===== config.mk =====
export PLATFORM = sky130hd
export DESIGN_NAME = led_snake_top_ctrl
export DESIGN_NICKNAME = d
export VERILOG_FILES = /design/src/rtl/led_snake_top_ctrl.sv
export SDC_FILE = /design/constraint.sdc
export NUM_CORES = 1
export LEC_CHECK = 0
export CORE_ASPECT_RATIO = 0.8
export CORE_MARGIN = 1
export CORE_UTILIZATION = 45
export DETAILED_ROUTE_END_ITERATION = 7
export PLACE_DENSITY = 0.87
export REMOVE_ABC_BUFFERS = 1
export SYNTH_ARGS = -nofsm -noshare
export SYNTH_HDL_FRONTEND = slang
export SYNTH_SLANG_ARGS = --single-unit

===== constraint.sdc =====
create_clock -name clk -period 4.7 [get_ports clk]
set_clock_uncertainty 0.2 [all_clocks]
set_input_delay 0.94 -clock clk [delete_from_list [all_inputs] [get_ports clk]]
set_output_delay 0.94 -clock clk [all_outputs]
set_load 0.02 [all_outputs]

===== src/rtl/led_snake_top_ctrl.sv =====
// One-wire LED strip refresher: streams eight 24-bit colour words MSB first using
// pulse-width bit encoding, each refresh preceded by a long low latch period.
module led_snake_top_ctrl #(
    parameter int L_TIME = 80,
    parameter int S_TIME = 40,
    parameter int R_TIME = 5000
) (
    input  logic        clk,
    input  logic        rstn,
    input  logic [23:0] led0,
    input  logic [23:0] led1,
    input  logic [23:0] led2,
    input  logic [23:0] led3,
    input  logic [23:0] led4,
    input  logic [23:0] led5,
    input  logic [23:0] led6,
    input  logic [23:0] led7,
    output logic        led_stripe_pin,
    output logic        new_frames_set_rqst,
    output logic [23:0] frame_to_transmit_dbg,
    output logic [2:0]  no_of_frame_dbg,
    output logic        r_time_wait_dbg,
    output logic        l_time_wait_dbg,
    output logic        s_time_wait_dbg,
    output logic        reset_finish_dbg,
    output logic        l_time_measured_dbg,
    output logic        s_time_measured_dbg,
    output logic [15:0] r_time_cnt_dbg,
    output logic [15:0] l_time_cnt_dbg,
    output logic [15:0] s_time_cnt_dbg
);

    typedef enum logic [1:0] {
        RST_LOW  = 2'd0,
        BIT_HIGH = 2'd1,
        BIT_LOW  = 2'd2,
        REQ      = 2'd3
    } state_t;

    localparam logic [15:0] L_LAST = 16'(L_TIME - 1);
    localparam logic [15:0] S_LAST = 16'(S_TIME - 1);
    localparam logic [15:0] R_LAST = 16'(R_TIME - 1);

    state_t       state_r, state_s;
    logic [15:0]  r_cnt_r, r_cnt_s;
    logic [15:0]  l_cnt_r, l_cnt_s;
    logic [15:0]  s_cnt_r, s_cnt_s;
    logic [4:0]   bit_idx_r, bit_idx_s;
    logic [2:0]   frame_idx_r, frame_idx_s;
    logic [23:0]  frame_r, frame_s;
    logic [7:0][23:0] led_arr_s;

    logic         cur_bit_s;
    logic         long_phase_s;
    logic         phase_done_s;
    logic         next_bit_s;
    logic         l_wait_s;
    logic         s_wait_s;

    logic         pin_r;
    logic         rqst_r;
    logic         r_wait_r;
    logic         l_wait_r;
    logic         s_wait_r;
    logic         r_fin_r;
    logic         l_meas_r;
    logic         s_meas_r;

    assign led_arr_s = {led7, led6, led5, led4, led3, led2, led1, led0};

    // State register: sequencer state, phase counters and the frame being shifted.
    always_ff @(posedge clk or negedge rstn) begin
        if (!rstn) begin
            state_r     <= RST_LOW;
            r_cnt_r     <= 16'd0;
            l_cnt_r     <= 16'd0;
            s_cnt_r     <= 16'd0;
            bit_idx_r   <= 5'd23;
            frame_idx_r <= 3'd0;
            frame_r     <= 24'd0;
        end else begin
            state_r     <= state_s;
            r_cnt_r     <= r_cnt_s;
            l_cnt_r     <= l_cnt_s;
            s_cnt_r     <= s_cnt_s;
            bit_idx_r   <= bit_idx_s;
            frame_idx_r <= frame_idx_s;
            frame_r     <= frame_s;
        end
    end

    // Next-state logic: latch period, two-phase bit cells, frame stepping and request.
    always_comb begin
        state_s      = state_r;
        r_cnt_s      = r_cnt_r;
        l_cnt_s      = l_cnt_r;
        s_cnt_s      = s_cnt_r;
        bit_idx_s    = bit_idx_r;
        frame_idx_s  = frame_idx_r;
        frame_s      = frame_r;
        cur_bit_s    = frame_r[bit_idx_r];
        long_phase_s = 1'b0;
        phase_done_s = 1'b0;
        case (state_r)
            RST_LOW: begin
                // r_wait_r is low only on the first edge after reset release, which holds the count at 0.
                if (r_wait_r) begin
                    if (r_cnt_r == R_LAST) begin
                        r_cnt_s     = 16'd0;
                        state_s     = BIT_HIGH;
                        bit_idx_s   = 5'd23;
                        frame_idx_s = 3'd0;
                        frame_s     = led_arr_s[3'd0];
                    end else begin
                        r_cnt_s = r_cnt_r + 16'd1;
                    end
                end else begin
                    r_cnt_s = 16'd0;
                end
            end
            BIT_HIGH, BIT_LOW: begin
                long_phase_s = (state_r == BIT_HIGH) ? cur_bit_s : ~cur_bit_s;
                if (long_phase_s) begin
                    phase_done_s = (l_cnt_r == L_LAST);
                    l_cnt_s      = phase_done_s ? 16'd0 : l_cnt_r + 16'd1;
                end else begin
                    phase_done_s = (s_cnt_r == S_LAST);
                    s_cnt_s      = phase_done_s ? 16'd0 : s_cnt_r + 16'd1;
                end
                if (!phase_done_s) begin
                    state_s = state_r;
                end else if (state_r == BIT_HIGH) begin
                    state_s = BIT_LOW;
                end else if (bit_idx_r != 5'd0) begin
                    bit_idx_s = bit_idx_r - 5'd1;
                    state_s   = BIT_HIGH;
                end else if (frame_idx_r == 3'd7) begin
                    frame_idx_s = 3'd0;
                    state_s     = REQ;
                end else begin
                    frame_idx_s = frame_idx_r + 3'd1;
                    bit_idx_s   = 5'd23;
                    frame_s     = led_arr_s[frame_idx_r + 3'd1];
                    state_s     = BIT_HIGH;
                end
            end
            REQ: begin
                r_cnt_s = 16'd0;
                state_s = RST_LOW;
            end
            default: begin
                state_s = RST_LOW;
            end
        endcase
    end

    // Output decode of the upcoming state so every pin and flag comes straight from a flop.
    always_comb begin
        next_bit_s = frame_s[bit_idx_s];
        l_wait_s   = 1'b0;
        s_wait_s   = 1'b0;
        case (state_s)
            BIT_HIGH: begin
                l_wait_s = next_bit_s;
                s_wait_s = ~next_bit_s;
            end
            BIT_LOW: begin
                l_wait_s = ~next_bit_s;
                s_wait_s = next_bit_s;
            end
            default: begin
                l_wait_s = 1'b0;
                s_wait_s = 1'b0;
            end
        endcase
    end

    // Output register: pin, request pulse and phase status flags.
    always_ff @(posedge clk or negedge rstn) begin
        if (!rstn) begin
            pin_r    <= 1'b0;
            rqst_r   <= 1'b0;
            r_wait_r <= 1'b0;
            l_wait_r <= 1'b0;
            s_wait_r <= 1'b0;
            r_fin_r  <= 1'b0;
            l_meas_r <= 1'b0;
            s_meas_r <= 1'b0;
        end else begin
            pin_r    <= (state_s == BIT_HIGH);
            rqst_r   <= (state_s == REQ);
            r_wait_r <= (state_s == RST_LOW);
            l_wait_r <= l_wait_s;
            s_wait_r <= s_wait_s;
            r_fin_r  <= (state_s == RST_LOW) && (r_cnt_s == R_LAST);
            l_meas_r <= l_wait_s && (l_cnt_s == L_LAST);
            s_meas_r <= s_wait_s && (s_cnt_s == S_LAST);
        end
    end

    assign led_stripe_pin        = pin_r;
    assign new_frames_set_rqst   = rqst_r;
    assign frame_to_transmit_dbg = frame_r;
    assign no_of_frame_dbg       = frame_idx_r;
    assign r_time_wait_dbg       = r_wait_r;
    assign l_time_wait_dbg       = l_wait_r;
    assign s_time_wait_dbg       = s_wait_r;
    assign reset_finish_dbg      = r_fin_r;
    assign l_time_measured_dbg   = l_meas_r;
    assign s_time_measured_dbg   = s_meas_r;
    assign r_time_cnt_dbg        = r_cnt_r;
    assign l_time_cnt_dbg        = l_cnt_r;
    assign s_time_cnt_dbg        = s_cnt_r;

endmodule


; Word-level counts from Yosys, hierarchy flattened
; Index checks and enable logic that the tools add are counted.
; W data, S select, Z words.
[totals]
register_bits = 90
input_bits = 194
output_inout_bits = 83
wordCells = 100
[classes]
add_sub_neg = 5
order_cmp = 3
eq_ne = 18
mux = 48
bitwise = 2
reduce_logical = 9
[ops]
columns = op, count
row1 = $mux W24, 7
row2 = $mux W16, 8
row3 = $bmux W24 S3, 1
row4 = $add A16 B1 Y16 const B, 3
row5 = $pmux W24 S2, 1
row6 = $eq A16 B13 Y1 const B, 2
row7 = $eq A16 B6 Y1 const B, 2
row8 = $eq A16 B7 Y1 const B, 2
row9 = $pmux W16 S2, 1
row10 = $mux W5, 6
row11 = $mux W3, 6
row12 = $lt A5 B6 Y1 const B, 2
row13 = $mux W2, 6
row14 = $bmux W1 S5, 2
row15 = $ne A2 B2 Y1 const B, 5
row16 = $pmux W5 S2, 1
row17 = $eq A2 B2 Y1 const B, 4
row18 = $pmux W2 S3, 1
row19 = $pmux W3 S2, 1
row20 = $reduce_and A6 Y1, 1
row21 = $mux W1, 5
row22 = $reduce_bool A5 Y1, 1
row23 = $sub A5 B1 Y5 const B, 1
row24 = $eq A2 B1 Y1 const B, 2
row25 = other kinds (9), 14

; Logic depth before layout (Yosys ltp)
[logic_depth]
word_depth = 13
mapped_depth = 17
depth_no_buf = 14

; Worst setup path before layout
; Ideal clock, no wire load.
[synth_path]
path_kind = register to register
startpoint = reg frame_idx_r[0], in the netlist no_of_frame_dbg[0]
endpoint = reg l_meas_r, in the netlist l_time_measured_dbg
setup_ps = 77
arrival_ps = 3976
t_required_ps = 4423
setup_slack_ps = 446
path_stages_with_launch = 14
path_buffers = 3
period_less_slack_ps = 4254
cell_sequence = dfrtp_1 ha_1 buf_2 buf_1 buf_2 mux4_2 mux2_2 a21o_1 mux2_1 a22o_1 o311ai_1 o31ai_1 or3_1 a21oi_1
[synth_via]
elab_chain_len = 13
elab_cells_between_ends = 26
cone_classes = add/sub: 1 / eq/ne: 3 / mux: 20 / bitwise: 1 / reduce/logical: 1
[synth_rtl]
columns = element, line_no
row1 = start: declaration, 49  ; logic [2:0] frame_idx_r, frame_idx_s;
row2 = start signal: assignment, 87  ; frame_idx_r <= frame_idx_s;
row3 = $add A3 B1 Y3, 143  ; frame_s = led_arr_s[frame_idx_r + 3'd1];
row4 = $bmux W24 S3, 143
row5 = $mux W24 (not written as such), 143
row6 = $mux W24 *, 137  ; end else if (frame_idx_r == 3'd7) begin
row7 = $mux W24 *, 134  ; end else if (bit_idx_r != 5'd0) begin
row8 = $mux W24 *, 132  ; end else if (state_r == BIT_HIGH) begin
row9 = $mux W24 *, 130  ; if (!phase_done_s) begin
row10 = $pmux W24 S2 *, 104  ; case (state_r)
row11 = net frame_s[17], 50  ; logic [23:0] frame_r, frame_s;
row12 = $bmux W1 S5 *, 159  ; next_bit_s = frame_s[bit_idx_s];
row13 = $mux W1 (not written as such) *, 159
row14 = $not A1 Y1, 168  ; l_wait_s = ~next_bit_s;
row15 = $pmux W1 S2 *, 162  ; case (state_s)
row16 = $logic_and A1 B1 Y1 *, 196  ; l_meas_r <= l_wait_s && (l_cnt_s == L_LAST);
row17 = end signal: assignment, 196
row18 = end: declaration, 66  ; logic l_meas_r;
; The timed path passes the listed nets; every way through them passes the cells marked *. The select of a mux whose other input is x is not followed.
; A chain may end at the register's enable or synchronous reset.

; Worst setup path after layout
[layout_path]
startpoint = reg bit_idx_r[0]
endpoint = reg s_wait_r, in the netlist s_time_wait_dbg
[layout_via]
elab_chain_len = 12
elab_cells_between_ends = 29
cone_classes = add/sub: 1 / eq/ne: 2 / mux: 23 / bitwise: 2 / reduce/logical: 1
[layout_rtl]
columns = element, line_no
row1 = start: declaration, 48  ; logic [4:0] bit_idx_r, bit_idx_s;
row2 = start signal: assignment, 86  ; bit_idx_r <= bit_idx_s;
row3 = $bmux W1 S5, 101  ; cur_bit_s = frame_r[bit_idx_r];
row4 = $mux W1 (not written as such), 101
row5 = $not A1 Y1, 122  ; long_phase_s = (state_r == BIT_HIGH) ? cur_bit_s : ~cur_bit_s;
row6 = $mux W1, 122
row7 = $mux W1, 123  ; if (long_phase_s) begin
row8 = $mux W1, 104
row9 = $mux W24 / $mux W5 (equally long branches), 130
row10 = $pmux W24 S2 / $pmux W5 S2 (equally long branches), 104
row11 = $bmux W1 S5, 159
row12 = $mux W1 (not written as such), 159
row13 = $not A1 Y1, 165  ; s_wait_s = ~next_bit_s;
row14 = $pmux W1 S2 *, 162
row15 = net s_wait_s, 58  ; logic s_wait_s;
row16 = end signal: assignment, 194  ; s_wait_r <= s_wait_s;
row17 = end: declaration, 64  ; logic s_wait_r;
; Marked as above.

==> impl_metrics.csv <==
group,metric,value,unit
power,p_leak,0.00433,µW
logic_synthesis,synth_cell_types,84,
logic_synthesis,yosysMostFrequentCell,"dfrtp_1",
finish,final_area,0.0110,mm²
global_routing,gr-usage-all-layers,0.320,
detailed_routing,wl,27900,µm
sta,fin_crit_sh,0.965,
critical_path,r2r-end,"s_time_wait_dbg",
logic_synthesis,synth.avg_cell_area,9.52,µm²
detailed_routing,vias_per_cell,6.28,
power,p_int,1370,µW
hold_path,min_from,"no_of_frame_dbg[2]",
floorplanning,fp.coreArea,0.0161,mm²
floorplanning,fp-row-count,41,
detailed_routing,post_drt_wl_per_cell,21.5,µm
critical_path,cp_max_fo,11,
clock_network,cts_buffers,9,
logic_synthesis,synth_top_area_frac,0.285,
sta,relSlewSlack,0.440,
placed_design,dp_hpwl,22000,µm
power,p_sw,391,µW
global_routing,grt_pass1_vias,7815,
detailed_routing,dr.pass1.iters,6,
power,p_sw_frac,0.222,
sta,setup_violations,0,
placed_design,gp_congestion,0.991,
critical_path,worst_ep_arrival_time,4.59,ns
clock_network,clock_latency,0.35,ns
critical_path,critPathLaunchType,"register",
floorplanning,die_w,147,µm
global_routing,grt_pass1_wl,43100,µm
critical_path,path_cells,"mux4_2 > and2_1 > o2bb2ai_4 > o21ai_2 > a2111oi_2 > o221a_1 > buf_4 > a21oi_1 > a21bo_1 > a21oi_1 > a2111oi_0 > buf_4 > or2_1 > mux2i_1",
power,powerDensity,160,mW/mm²
sta,clock.fmax,0.221,GHz
hold_path,min_path_cells,2,
logic_synthesis,synthCells,793,
sta,period_needed,4.53,ns
power,pwr-share-seq,0.442,
hold_path,hold_end,"no_of_frame_dbg[2]",
logic_synthesis,synthesis.area,0.00755,mm²
clock_network,clockBufferDepth,2,
floorplanning,fp.dieArea,0.0173,mm²
floorplanning,die_h,118,µm
power,pwr-share-clk,0.421,
finish,final_nets,1282,
power,power.total,1760,µW
critical_path,cp-end-kind,"register",
floorplanning,start_util,0.470,
logic_synthesis,yosys_warnings,0,
logic_synthesis,synthArstFlopShare,1.00,
critical_path,max_stage_delay,0.72,ns
sta,hold_viol_final,0,
critical_path,r2r_slack,0.17,ns
clock_network,ctsHoldBuffers,0,
logic_synthesis,synth_edf_count,0,
floorplanning,io_pins,277,
detailed_routing,drtAntennaViolNets,0,
outcome,status,"finished, final reports clean",
finish,fillCellCount,1276,
logic_synthesis,synth_area_leaders,"dfrtp_1, mux4_2, mux2i_1, nand2_1, nor2_1",
finish,areaGrowthSynthToFinish,46.3,%
placed_design,place_area,0.0107,mm²
detailed_routing,drt_iter0_markers,778,
power,ir_drop,0.136,mV
clock_network,clock-root-buffer,"clkbuf_16",
placed_design,io_buffers,276,
global_routing,grt_overflow_total,0,
sta,grt_setup_unrepaired,"false",
global_routing,grt_max_degree,67,
sta,slew_viol_final,0,
finish,layout-drive-gt1-share,0.146,
critical_path,worstSetupPathType,"reg2reg",
clock_network,clkSinkCount,90,
power,p_comb_frac,0.137,
detailed_routing,vias,8150,
job,maxCapViolCount,0,
sta,worst_pin_slew,0.840,ns
clock_network,cts_tree,"done",
finish,antenna_cells,0,
global_routing,antenna_found_initial,1,
detailed_routing,drc_errors,0,
clock_network,htreeDepth,3,
critical_path,reg2reg_depth,14,
logic_synthesis,synth_top_area_cell,"dfrtp_1",
critical_path,critPathBufInv,2,
logic_synthesis,synth.top_cells.by_count,"dfrtp_1, nand2_1, nor2_1",
critical_path,crit_required,4.76,ns
logic_synthesis,ys_seq_area_frac,0.299,
logic_synthesis,ys_seq_elements,90,
hold_path,hp-class,"reg2reg",
critical_path,slowest_stage,"dfstp_2",
critical_path,critPathTopFamily,"compound AO/OA/AOI/OAI gates",
clock_network,cts.clk_slew.worst_paths,0.06,ns
critical_path,reg2reg_from,"bit_idx_r[0]",
logic_synthesis,synth-main-ff-cell,"dfrtp_1",
## power groups by stage
stage / clock, µW / sequential (µW) / combinational [µW]
after global placement: 0 / 794 / 235
final: 742 / 780 / 241
after CTS: 749 / 779 / 243
after detailed placement: 0 / 794 / 242
after global routing: 782 / 779 / 257
after floorplan: 0 / 796 / 43.9
## routing by layer
metal  GRT usage  share of wire
met1       0.433           0.40
met2       0.497           0.46
met3       0.105           0.12
met4      0.0684          0.016
met5           0        0.00047
## layout by cell type, fill, tap and decap left out, types with 19 or more instances in the layout
| master | synthesis | routed |
|---|---|---|
| clkdlybuf4s50_1 | 0 | 275 |
| dfrtp_1 | 86 | 85 |
| nand2_1 | 75 | 75 |
| nor2_1 | 62 | 62 |
| mux4_2 | 51 | 51 |
| buf_4 | 2 | 43 |
| o21ai_0 | 41 | 41 |
| nand3_1 | 37 | 37 |
| mux2i_1 | 31 | 31 |
| a21oi_1 | 24 | 24 |
| inv_1 | 20 | 20 |
| nor3_1 | 19 | 19 |
## what timing repair did
| item | in CTS | in global routing |
|---|---|---|
| resized for setup | 0 | 2 |
| buffers inserted | 0 | 3 |
| setup endpoints to repair | 0 | 4 |
## sequential cells by signal, summed over array words and instances (netlist names)
register               cells
s_time_cnt_dbg            16
new_frames_set_rqst        1
frame_to_transmit_dbg     24
bit_idx_r                  5
l_time_wait_dbg            1
s_time_measured_dbg        1
led_stripe_pin             1
l_time_cnt_dbg            16
reset_finish_dbg           1
state_r                    2
r_time_wait_dbg            1
r_time_cnt_dbg            16
no_of_frame_dbg            3
l_time_measured_dbg        1
s_time_wait_dbg            1
## kinds of logic after synthesis
logic type,synth area share
and+or+nand+nor,0.219
muxes,0.208
buffers and inverters,0.0398
adders and majority gates,0.0166
DFF,0.299
xor gates and xnor gates,0.0197
AOI/OAI and AO/OA,0.197
## cell type report
cell class | count | area [µm²] | area share
Sequential cell | 90 | 2260 | 0.205
Clock inverter | 7 | 77.6 | 0.00703
Clock buffer | 9 | 225 | 0.0204
Timing Repair Buffer | 320 | 3120 | 0.282
Multi-Input combinational cell | 632 | 5000 | 0.453
Inverter | 25 | 93.8 | 0.00850
Tap cell | 215 | 269 | 0.0244
## per-stage QoR
step                      hold slack [ns]  setup TNS (ns)  instances   util  setup slack, ns
after floorplan                     0.396           -7.29        747      -            -1.42
after global placement              0.304               0       1279  0.667            0.288
after detailed placement            0.304               0       1279  0.667            0.128
after CTS                           0.318               0       1295  0.686           0.0925
after global routing                0.369               0       1298  0.688          0.00216
final                               0.317               0       1298  0.688            0.166
## worst max-delay path by stage
stage / from / end / slack (ns) / cells after the start
after floorplan: no_of_frame_dbg[0] / l_time_measured_dbg / -1.42 / 10
after global placement: bit_idx_r[0] / l_time_measured_dbg / 0.29 / 12
after detailed placement: bit_idx_r[0] / s_time_wait_dbg / 0.13 / 13
after CTS: bit_idx_r[0] / s_time_wait_dbg / 0.09 / 13
after global routing: bit_idx_r[0] / s_time_wait_dbg / 0.002 / 13
final: bit_idx_r[0] / s_time_wait_dbg / 0.17 / 14
## worst min-delay path, cell delays in order (launching register included)
cell and delay, ns:
dfrtp_1 0.37, nand2_1 0.05, o21ai_0 0.06
(Power assumes the default switching activity.)
